[src/rtl/iir_coef_ctl.sv]
// Coefficient controller for iir4: shadow bank written over a config port, committed to the
// live coefficients only at a packet boundary once every in-flight beat has left the filter.
module iir_coef_ctl #(
    parameter int W     = 16,
    parameter int CW    = 6,
    parameter int RST_B = 1,
    parameter int RST_A = 2
) (
    input  logic          clk,
    input  logic          rst,
    input  logic          cfg_we,
    input  logic [2:0]    cfg_addr,
    input  logic [W-1:0]  cfg_wdata,
    input  logic          cfg_commit,
    output logic          cfg_pending,
    output logic          cfg_done,
    output logic [W-1:0]  B0,
    output logic [W-1:0]  B1,
    output logic [W-1:0]  B2,
    output logic [W-1:0]  B3,
    output logic [W-1:0]  A1,
    output logic [W-1:0]  A2,
    output logic [W-1:0]  A3,
    input  logic [W-1:0]  uc_d0,
    input  logic [3:0]    uc_mflags,
    output logic [1:0]    cu_sflags,
    output logic [W-1:0]  cd_d0,
    output logic [3:0]    cd_mflags,
    input  logic [1:0]    dc_sflags,
    input  logic [3:0]    mon_mflags,
    input  logic [1:0]    mon_sflags,
    output logic [1:0]    dbg_state
);
    // Handshake: a beat moves when its V flag is 1 and the receiver's busy flag is 0 in
    // the same cycle; V never depends on busy, busy may depend on anything registered.

    typedef enum logic [1:0] {
        IDLE  = 2'd0,
        ARMED = 2'd1,
        DRAIN = 2'd2,
        SWAP  = 2'd3
    } state_t;

    localparam logic [CW-1:0] INFL_MAX = {CW{1'b1}};
    localparam logic [W-1:0]  B_INIT   = W'(RST_B);
    localparam logic [W-1:0]  A_INIT   = W'(RST_A);

    state_t          state;
    state_t          state_nxt;
    logic            in_pkt;
    logic [CW-1:0]   infl;
    logic            hold;
    logic            swap_en;
    logic            acc_in;
    logic            acc_out;
    logic [W-1:0]    shadow [7];
    logic [W-1:0]    active [7];
    logic            unused_bits;

    assign cd_d0     = uc_d0;
    assign cd_mflags = {uc_mflags[3:1], uc_mflags[0] & ~hold};
    assign cu_sflags = {1'b0, dc_sflags[0] | hold};
    assign acc_in    = cd_mflags[0] & ~dc_sflags[0];
    assign acc_out   = mon_mflags[0] & ~mon_sflags[0];
    assign dbg_state = state;

    assign unused_bits = ^{mon_mflags[3:1], mon_sflags[1], dc_sflags[1]};

    always_ff @(posedge clk) begin
        if (rst) begin
            state <= IDLE;
        end else begin
            state <= state_nxt;
        end
    end

    always_comb begin
        state_nxt = state;
        unique case (state)
            IDLE:    if (cfg_commit) state_nxt = ARMED;
            ARMED:   if (!in_pkt) state_nxt = DRAIN;
            DRAIN:   if (infl == '0 && !acc_out) state_nxt = SWAP;
            SWAP:    state_nxt = IDLE;
            default: state_nxt = IDLE;
        endcase
    end

    // Once a commit is seen, new packets are held off; the open one finishes untouched.
    always_comb begin
        cfg_pending = (state != IDLE);
        cfg_done    = (state == SWAP);
        swap_en     = (state == SWAP);
        hold        = ((state != IDLE) && !in_pkt) || (infl == INFL_MAX);
    end

    always_ff @(posedge clk) begin
        if (rst) begin
            in_pkt <= 1'b0;
        end else if (acc_in) begin
            if (uc_mflags[3] || uc_mflags[1]) begin
                in_pkt <= 1'b0;
            end else if (uc_mflags[2]) begin
                in_pkt <= 1'b1;
            end
        end
    end

    // Increment at max cannot happen because hold blocks acc_in there.
    always_ff @(posedge clk) begin
        if (rst) begin
            infl <= '0;
        end else if (acc_in && !acc_out) begin
            infl <= infl + 1'b1;
        end else if (!acc_in && acc_out && infl != '0) begin
            infl <= infl - 1'b1;
        end
    end

    always_ff @(posedge clk) begin
        if (rst) begin
            for (int i = 0; i < 7; i++) begin
                shadow[i] <= (i < 4) ? B_INIT : A_INIT;
            end
        end else if (cfg_we && cfg_addr != 3'd7) begin
            shadow[cfg_addr] <= cfg_wdata;
        end
    end

    // Active takes the shadow value from before any same-cycle write.
    always_ff @(posedge clk) begin
        if (rst) begin
            for (int i = 0; i < 7; i++) begin
                active[i] <= (i < 4) ? B_INIT : A_INIT;
            end
        end else if (swap_en) begin
            for (int i = 0; i < 7; i++) begin
                active[i] <= shadow[i];
            end
        end
    end

    assign B0 = active[0];
    assign B1 = active[1];
    assign B2 = active[2];
    assign B3 = active[3];
    assign A1 = active[4];
    assign A2 = active[5];
    assign A3 = active[6];

endmodule

[config.mk]
export PLATFORM = sky130hd
export DESIGN_NAME = iir_coef_ctl
export DESIGN_NICKNAME = d
export VERILOG_FILES = /design/src/rtl/iir_coef_ctl.sv
export SDC_FILE = /design/constraint.sdc
export NUM_CORES = 1
export LEC_CHECK = 0
export BUFFER_PORTS_ARGS = -buffer_cell sky130_fd_sc_hd__buf_2
export CORE_MARGIN = 1
export CORE_UTILIZATION = 45
export CTS_CLUSTER_DIAMETER = 60
export CTS_CLUSTER_SIZE = 40
export DETAILED_ROUTE_END_ITERATION = 10
export GPL_TIMING_DRIVEN = 0
export PLACE_DENSITY = 0.7
export REMOVE_ABC_BUFFERS = 1
export SYNTH_ARGS = -nofsm -noshare
export SYNTH_HDL_FRONTEND = slang
export SYNTH_SLANG_ARGS = --single-unit
[constraint.sdc]
create_clock -name clk -period 4 [get_ports clk]
set_clock_uncertainty 0.2 [all_clocks]
set_input_delay 0.2 -clock clk [delete_from_list [all_inputs] [get_ports clk]]
set_output_delay 0.2 -clock clk [all_outputs]
set_load 0.01 [all_outputs]
* Yosys cells after proc, flatten, opt, wreduce, memory -nomap -nowiden
Memory sizes are Yosys's and may differ from the RTL's. Cells that the tools add are included.
Cells by class: add/subtract/negate cells 2, equal/unequal tests 8, multiplexer cells 26, bitwise operators 14, reductions and logical operators 20
Operators with widths (count):
- 16-bit two-way mux | 8
- 16-bit OR reduction | 1
- 6-bit two-way mux | 2
- 1-bit two-way mux | 11
- 1-bit OR | 8
- 2-bit case mux with 4 select lines | 1
- 6-bit by 1-bit adder with 6-bit output, second input constant | 1
- 6-bit equality test, second input constant | 1
- 1-bit logical AND | 6
- 6-bit logical NOT | 1
- 2-bit two-way mux | 3
- 2-bit != test, second input constant | 3
- 2-bit nonzero test | 3
- 6-bit nonzero test | 1
- 6-bit by 1-bit subtractor with 6-bit output, second input constant | 1
- 2-bit equality test, second input constant | 2
- 1-bit bitwise AND | 3
- 1-bit logical NOT | 3
- 3-bit two-way mux | 1
- 3-bit != test, second input constant | 1
- 1-bit NOT | 3
- 3-bit AND reduction | 1
- 2-bit by 1-bit equality test with 1-bit output, second input constant | 1
- 2-bit logical NOT | 1
- other kinds (2) | 3
Word-level totals: register bits after elaboration 9, bits in writable memories 224, bits of input ports 51, output and inout port bits 138, logic and storage cells 75, memories kept 2
Memory list:
- active | depth 7, width 16, read ports 7, clocked after Yosys merged registers in 0, wr ports 7, line 57 | logic [W-1:0] active [7];
- shadow | depth 7, width 16, read ports 7, clocked after Yosys merged registers in 0, wr ports 7, line 56 | logic [W-1:0] shadow [7];

* Logic depth before layout (Yosys ltp)
Gate-level depths: netlist of the first run.
word-level depth 11, mapped depth 11, gate-level depth less buffers 11

* Worst setup path before layout of the first run
Ideal clock, no wire load.
kind flip-flop to flip-flop, start register state[0], in the netlist dbg_state[0], end register infl[5], setup time 0.123 ns, arrival time 2.654 ns, required time 3.677 ns, path slack 1.023 ns, stages on the path, launching flop included 12, buffers on the path 0, clock period less this slack 2.977 ns, path through dfxtp_1 -> inv_1 -> ha_1 -> or2_2 -> o2111ai_4 -> or2b_1 -> ha_1 -> a211oi_1 -> o21bai_1 -> a21oi_1 -> mux2i_1 -> mux2_1
Between the ends: longest elaborated chain between the ends 10, elaborated cells between the ends (all ways) 12, classes of those cells mux (1); bitwise (3); reduce/logical (8)
Ends and longest elaborated chain:
- start, declared | line 48 | state_t state;
- start signal, assigned | line 73 | state <= state_nxt;
- 2-bit nonzero test * | line 93 | hold = ((state != IDLE) && !in_pkt) || (infl == INFL_MAX);
- 1-bit logical AND * | line 93
- 1-bit logical OR * | line 93
- 1-bit NOT * | line 61 | assign cd_mflags = {uc_mflags[3:1], uc_mflags[0] & ~hold};
- 1-bit bitwise AND * | line 61
- 1-bit bitwise AND * | line 63 | assign acc_in = cd_mflags[0] & ~dc_sflags[0];
- 1-bit logical NOT | line 114 | end else if (!acc_in && acc_out && infl != '0) begin
- 1-bit logical AND (2 in a row) | line 114
- 2-bit nonzero test (no source line)
- end signal, assigned | line 113 | infl <= infl + 1'b1;
- end signal, assigned | line 115 | infl <= infl - 1'b1;
- end, declared | line 51 | logic [CW-1:0] infl;
Mark *: on every way between the ends. The rest lies on a longest branch, timed or not. A chain may end at the register's enable or synchronous reset.

* Final worst setup path of the first run
Ends and elaborated chain as after synthesis.

==> results of run 1 <==
-- power by group through the flow --
stage / Combinational (W) / Sequential [W] / Clock (W)
3_3_place_gp: 0.000747 / 0.00303 / 0
5_1_grt: 0.000884 / 0.00300 / 0.00202
3_5_place_dp: 0.000775 / 0.00303 / 0
2_1_floorplan: 0.000443 / 0.00308 / 0
6_report: 0.000788 / 0.00297 / 0.00189
4_1_cts: 0.000800 / 0.00297 / 0.00193
-- synthesized netlist by cell type --
master,instances
o21bai_1,1
a41o_1,1
fa_1,1
mux2_1,1
nand2b_1,12
nand2b_4,1
buf_2,8
nor2b_1,18
a31oi_1,1
a21o_1,1
or2b_1,1
o2111ai_4,1
conb_1,1
buf_6,1
mux2i_1,6
nor2_4,2
xor2_1,2
nand3b_1,1
and2_1,105
or2_2,4
clkbuf_1,15
nor4_1,1
edfxtp_1,208
inv_1,21
xnor2_1,2
nor3_1,2
o21ai_0,2
nand4_2,1
nor2_1,74
a211oi_1,2
ha_1,8
buf_4,21
a31oi_2,1
nor3b_1,1
mux2i_4,1
nor3b_4,1
a21o_2,1
dfxtp_1,25
or2_4,1
or3_1,2
nand3_1,5
nand2_1,56
a21oi_1,20
-- per-stage QoR --
step | hold WS, ns | util [%] | area (sq um) | cells
2_1_floorplan | 0.0691 | - | 8790 | 595
3_3_place_gp | 0.200 | 50.4 | 9870 | 1010
3_5_place_dp | 0.200 | 50.7 | 9930 | 1012
4_1_cts | 0.00544 | 55.1 | 10800 | 1064
5_1_grt | 0.0909 | 55.2 | 10800 | 1066
6_report | 0.0241 | 55.2 | 10800 | 1066
-- layout by cell type (no fill, tap or decap), types with 2 or more instances in the layout --
master / n
xor2_1: 2
nand2_1: 56
inv_1: 21
o21ai_0: 2
nand3_1: 5
and2_1: 105
ha_1: 8
nand2b_1: 12
inv_12: 3
or2_4: 2
diode_2: 2
nor3_1: 2
xnor2_1: 2
clkbuf_16: 17
clkinv_8: 3
inv_16: 2
nor2b_1: 17
edfxtp_1: 208
a211oi_1: 2
or3_1: 2
or2_2: 3
mux2i_1: 6
a21oi_1: 20
dfxtp_1: 25
buf_2: 150
nor2_4: 2
nor2_1: 74
dlygate4sd3_1: 24
-- path summary, 6_finish.rpt --
check | end | startpoint | cells after the start | slack, ns
setup / recovery | infl[5] | dbg_state[0] | 11 | 0.79
hold / removal | dbg_state[0] | cfg_commit | 5 | 0.02
setup reg to reg | infl[5] | dbg_state[0] | 11 | 0.79
hold reg to reg | shadow[6][6] | shadow[6][6] | 2 | 0.25
-- tightest hold or removal path, delay by kind of cell --
kind | cells | cell delay [ns]
buf+inv | 1 | 0.10
compound gates | 3 | 0.28
simple gates | 1 | 0.09
-- kinds of logic after synthesis --
logic type	Yosys count	synth area share (%)
simple gates	288	16.7
xor+xnor	4	0.387
compound gates	31	2.25
buf+inv	66	3.80
flops	233	74.5
fa+ha+maj	9	1.33
mux	8	1.04
other cells	1	0.0414
-- state kept, by name, indices dropped and copies added (netlist names) --
register and cells:
dbg_state 2, active 112, shadow 112, infl 6
in_pkt 1
-- what timing repair did --
item / 4_1_cts / 5_1_grt
endpoints found under the hold margin: 44 / 0
setup endpoints to repair: 0 / 0
hold buffers: 24 / 0
resized for setup: 0 / 0
-- metal layers --
metal	vias up	GRT usage [%]	wire [microns]
met3	21	3.83	1120
met2	165	30.7	8970
li1	2458	-	-
met4	0	4.59	275
met5	-	0	0
met1	2401	22.3	7600
-- cell type report --
class                           instances  area share [%]
Tap cell                              265            3.07
Sequential cell                       233            62.4
Inverter                               21           0.729
Antenna cell                            2          0.0463
Clock inverter                         11            1.90
Clock buffer                           17            3.94
Timing Repair Buffer                  176            9.61
Multi-Input combinational cell        341            18.3
==> flow_metrics.py, run 1 <==
metrics = {
    "outcome": {
        "status": "finished clean",
    },
    "final_layout": {
        "nFillCells": 1612,
        "regArea_sq_um": 6750,
        "multi_input_area_sq_um": 1980,
        "drive_gt1_share_pct": 24.4,
        "area_growth_pct": 19.3,
        "fin_nets": 849,
    },
    "pwr": {
        "pwr_density_cell_nw_per_um2": 522,
        "p_leak_nw": 4.27,
        "sequentialPowerShare_pct": 52.6,
        "comb_power_share_pct": 14.0,
        "power_w": 0.00565,
        "clkPwrFrac_pct": 33.4,
        "ir_drop_v": 0.000430,
        "switchingPower_w": 0.00150,
        "swShare_pct": 26.5,
        "p_int_w": 0.00415,
    },
    "critical_path": {
        "critPathMostFrequentCell": "ha_1",
        "end_kind": "register",
        "crit_chain": "inv_1 -> ha_1 -> or2_2 -> o2111ai_4 -> or2b_1 -> ha_1 -> a211oi_1 -> o21bai_1 -> a21oi_1 -> mux2i_1 -> mux2_1",
        "crit_fanout": 6,
        "path_delay_family": "compound AO/OA/AOI/OAI gates",
        "slowest_stage": "dfxtp_1",
        "worst-path-buf-inv": 1,
        "cp.arrival_ns": 3.39,
        "worstPathRequired_ns": 4.18,
        "startpoint_type": "register",
        "cpPeakStageDelay_ns": 0.42,
        "path_class": "reg -> reg",
    },
    "clock_network": {
        "cts-root-buf": "clkbuf_16",
        "htreeDepth": 1,
        "numCtsBuffers": 16,
        "cts_sinks": 233,
        "path_clk_slew_ns": 0.08,
        "clk_path_buf_depth": 3,
        "worstSkewPairLatency_ns": 0.49,
        "cts_tree": "yes",
        "cts_setup_buffers": 0,
    },
    "floorplanning": {
        "chipWidth_microns": 144,
        "fp-row-count": 51,
        "io_pins": 189,
        "die_y_microns": 144,
        "initial_core_util_pct": 46.2,
        "core_area_sq_um": 19600,
        "die-area_sq_um": 20700,
    },
    "detailed_routing": {
        "drc": 0,
        "wl_microns": 18000,
        "via_count": 5045,
        "dr.pass1.iters": 5,
        "ant_nets": 0,
        "drt-initial-drc-count": 348,
        "avgViaCountPerCell": 4.73,
        "wire_per_inst_microns": 16.9,
    },
    "synth": {
        "synthDominantCellAreaShare_pct": 69.0,
        "synth_area_leaders": "edfxtp_1, and2_1, dfxtp_1, nor2_1, nand2_1",
        "synthDistinctLibCells": 43,
        "yosys_warnings": 0,
        "yosysTopAreaCell": "edfxtp_1",
        "postSynthCellCount": 640,
        "syn_avg_cell_area_sq_um": 14.2,
        "yosys_register_bits": 233,
        "syn_area_sq_um": 9060,
        "seq_area_frac_synth_pct": 74.5,
    },
    "sta": {
        "rsz0062_at_grt": "false",
        "slew_viol_final": 0,
        "setup-tns-final_ns": 0,
        "max_slew_margin_pct": 35.2,
        "fin_crit_ns": 3.21,
        "setup_violations": 0,
        "fin_ws_ns": 0.790,
        "tightest_slew_ns": 0.972,
        "fin_crit_sh_pct": 80.3,
        "max_clock_freq_ghz": 0.311,
        "hold_violations": 0,
    },
    "job": {
        "drv_cap": 0,
    },
    "global_route": {
        "grt_usage_pct": 17.7,
        "grt_pass1_wl_microns": 26600,
        "grt_overflow_total": 0,
        "antenna_found_initial": 2,
        "grt_pass1_vias": 4713,
        "grt_max_degree": 63,
    },
    "placed_design": {
        "gp_congestion": 0.745,
        "place_ws_ns": 0.803,
        "dp_hpwl_microns": 11300,
        "port_buffers": 150,
    },
    "hold_path": {
        "hold_path_class": "in -> reg",
    },
}
No activity file was read; power rests on OpenSTA's default activity.
==> run 2: changes to the inputs <==
--- a/config.mk
+++ b/config.mk
@@ -5,6 +5,7 @@
 export SDC_FILE = /design/constraint.sdc
 export NUM_CORES = 1
 export LEC_CHECK = 0
+export ABC_AREA = 1
 export BUFFER_PORTS_ARGS = -buffer_cell sky130_fd_sc_hd__buf_2
 export CORE_MARGIN = 1
 export CORE_UTILIZATION = 45
@@ -12,7 +13,7 @@
 export CTS_CLUSTER_SIZE = 40
 export DETAILED_ROUTE_END_ITERATION = 10
 export GPL_TIMING_DRIVEN = 0
-export PLACE_DENSITY = 0.7
+export PLACE_DENSITY = 0.72
 export REMOVE_ABC_BUFFERS = 1
 export SYNTH_ARGS = -nofsm -noshare
 export SYNTH_HDL_FRONTEND = slang
==> constraint.sdc (replaced) <==
create_clock -name clk -period 2.73 [get_ports clk]
set_clock_uncertainty 0.2 [all_clocks]
set_input_delay 0.1365 -clock clk [delete_from_list [all_inputs] [get_ports clk]]
set_output_delay 0.1365 -clock clk [all_outputs]
set_load 0.01 [all_outputs]
==> run 2 against run 1 <==
Effect of this change:
- power rose by 49%
- first-iteration DRC count fell by 3.4%
- core utilization rose by 0.92 points
- synthesized cell count rose by 20%
- critical path depth rose by 3
- hold slack improved by 0.024 ns
- cell count rose by 14%
- routed wire length rose by 5.2%
- combinational power rose by 69%
- sequential power rose by 50%
- die area rose by 0.58%
- highest routed layer unchanged
==> flow_metrics.py, run 2 <==
metrics = {
    "sta": {
        "setup_violations": 0,
        "fin_ws_ns": 0.173,
        "max_slew_margin_pct": 42.5,
        "fin_crit_ns": 2.56,
        "max_clock_freq_ghz": 0.391,
        "tightest_slew_ns": 0.860,
        "hold_violations": 0,
        "rsz0062_at_grt": "false",
        "fin_crit_sh_pct": 93.7,
        "slew_viol_final": 0,
    },
    "final_layout": {
        "largestRegisters": "active: 112 flops, shadow: 112 flops, infl: 6 flops",
        "fin_nets": 996,
        "area_growth_pct": 21.0,
        "drive_gt1_share_pct": 22.8,
        "final_util_pct": 56.1,
        "finalInstanceArea_sq_um": 11000,
        "layout_common_cells": "nor2_1, edfxtp_1, inv_1",
        "mostFrequentLayoutCell": "nor2_1",
        "nFillCells": 1675,
        "n_antenna_cell": 0,
    },
    "synth": {
        "yosysMostFrequentCell": "nor2_1",
        "synth_edf_count": 208,
        "synth_area_leaders": "edfxtp_1, nor2_1, inv_1, dfxtp_1, buf_4",
        "synth_common_cells": "nor2_1, edfxtp_1, inv_1",
        "synthDominantCellAreaShare_pct": 68.6,
        "seq_area_frac_synth_pct": 74.0,
        "yosys_register_bits": 233,
        "yosys_warnings": 0,
        "synth-async-reset-ratio_pct": 0,
        "yosysTopAreaCell": "edfxtp_1",
        "synthDistinctLibCells": 28,
        "postSynthCellCount": 771,
        "syn_avg_cell_area_sq_um": 11.8,
        "synthFlopType": "edfxtp_1",
        "syn_area_sq_um": 9110,
    },
    "critical_path": {
        "startpoint_type": "register",
        "crit_fanout": 7,
        "cp.arrival_ns": 2.74,
        "end_kind": "register",
        "path_class": "reg -> reg",
        "worstPathRequired_ns": 2.92,
    },
    "global_route": {
        "grt_pass1_vias": 5395,
        "grt_use_met3_pct": 3.25,
        "grt_pass1_wl_microns": 28400,
        "grt-busiest-layer": "met2",
        "met2_usage_pct": 31.1,
        "antenna_found_initial": 0,
        "use_met1_pct": 24.3,
        "grt_usage_pct": 18.3,
        "grt_max_degree": 65,
        "grt_overflow_total": 0,
    },
    "floorplanning": {
        "die_y_microns": 144,
        "core_area_sq_um": 19700,
        "die-area_sq_um": 20800,
        "chipWidth_microns": 144,
        "fp-row-count": 51,
        "initial_core_util_pct": 46.4,
        "io_pins": 189,
    },
    "pwr": {
        "comb_power_share_pct": 15.8,
        "pwr_density_cell_nw_per_um2": 761,
        "clkPwrFrac_pct": 31.2,
        "swShare_pct": 27.8,
        "p_int_w": 0.00606,
        "p_leak_nw": 4.73,
        "ir_drop_v": 0.000436,
        "sequentialPowerShare_pct": 53.0,
        "switchingPower_w": 0.00233,
    },
    "hold_path": {
        "hold_path_class": "in -> reg",
    },
    "job": {
        "drv_cap": 0,
    },
    "clock_network": {
        "cts_tree": "yes",
        "cts-root-buf": "clkbuf_16",
        "path_clk_slew_ns": 0.09,
        "htreeDepth": 1,
        "clk_path_buf_depth": 3,
        "worstSkewPairLatency_ns": 0.49,
        "numCtsBuffers": 16,
        "cts_sinks": 233,
    },
    "detailed_routing": {
        "avgViaCountPerCell": 4.63,
        "via_count": 5609,
        "wire_per_inst_microns": 15.6,
        "dr.pass1.iters": 4,
        "ant_nets": 0,
        "wl_microns": 18900,
        "drc": 0,
        "drt-initial-drc-count": 336,
    },
    "placed_design": {
        "port_buffers": 150,
        "gp_congestion": 0.752,
        "place_area_sq_um": 9970,
        "dp_hpwl_microns": 11400,
        "place_ws_ns": -1.17,
    },
    "outcome": {
        "status": "finished clean",
    },
}
==> run 2: cell count changes after synthesis, sizes merged, moves of 13 or more <==
cell | before | now
nor2b | 18 | 0
nand2 | 56 | 29
nand2b | 13 | 0
o21ai | 2 | 23
inv | 21 | 159
nor2 | 76 | 216
and2 | 105 | 0
==> run 2: stage by stage <==
step | setup TNS [ns] | power [W] | instances | hold slack [ns]
final | 0 | 0.00839 | 1211 | 0.0485
after global routing | 0 | 0.00875 | 1211 | 0.0547
after CTS | 0 | 0.00836 | 1206 | 0.0360
after detailed placement | -161.18 | 0.00570 | 1144 | 0.0732
after global placement | -561.12 | 0.00569 | 1142 | 0.0732
after floorplan | -118.82 | 0.00525 | 727 | 0.00557
==> run 2: area by class of cell <==
type	instances	area (sq um)	share of cell area [%]
sequential	233	6750	61.2
multi-input combinational	334	1560	14.1
timing repair buffer	190	1180	10.7
inverter	160	606	5.49
clock buffer	17	425	3.86
tap	265	332	3.01
clock inverter	11	174	1.58
timing repair inverter	1	5.00	0.0454
==> run 2: worst paths after layout <==
path	start	endpoint	slack, ns	cells after the start
setup / recovery	dbg_state[0]	infl[5]	0.17	14
hold reg to reg	shadow[6][14]	shadow[6][14]	0.25	2
hold / removal	cfg_we	shadow[5][12]	0.05	3
setup reg to reg	dbg_state[0]	infl[5]	0.17	14
==> run 2: what timing repair did <==
item	4_1_cts	5_1_grt
cloned	1	0
pin swaps	0	3
endpoints found under the setup margin	97	1
hold buffers	30	0
resized for setup	7	9
buffers inserted	3	4
endpoints found under the hold margin	63	0
==> run 2: critical path: stages, from the launching register on <==
cell	delay [ns]
dfxtp_2	0.36
inv_1	0.07
ha_1	0.23
or2_4	0.25
nand4_1	0.16
inv_2	0.09
nand2_4	0.14
ha_4	0.24
a21oi_2	0.15
o21a_1	0.16
nand2_1	0.07
o21ai_2	0.15
nand3_1	0.08
nand2_1	0.06
nor2_1	0.05
==> run 2: logic make-up (layout without fill, tap and decap cells) <==
| logic type | after synthesis | after routing | share of synthesized area, % |
|---|---|---|---|
| xor+xnor | 3 | 3 | 0.288 |
| flops | 233 | 233 | 74.0 |
| buf+inv | 204 | 379 | 9.63 |
| other cells | 1 | 1 | 0.0412 |
| fa+ha+maj | 9 | 9 | 1.32 |
| simple gates | 268 | 268 | 11.7 |
| compound gates | 53 | 53 | 2.99 |
==> run 2: layer usage <==
layer | vias up | wire length, microns
li1 | 2754 | -
met1 | 2643 | 8380
met2 | 182 | 9130
met3 | 30 | 985
met4 | 0 | 407
met5 | - | 0
==> run 2: power groups by stage <==
| stage | logic, W | clock network [W] | registers [W] |
|---|---|---|---|
| finish | 0.00133 | 0.00262 | 0.00445 |
| CTS | 0.00125 | 0.00267 | 0.00444 |
| floorplan | 0.000616 | 0 | 0.00463 |
| detailed placement | 0.00119 | 0 | 0.00452 |
| global placement | 0.00114 | 0 | 0.00455 |
| global route | 0.00147 | 0.00279 | 0.00448 |
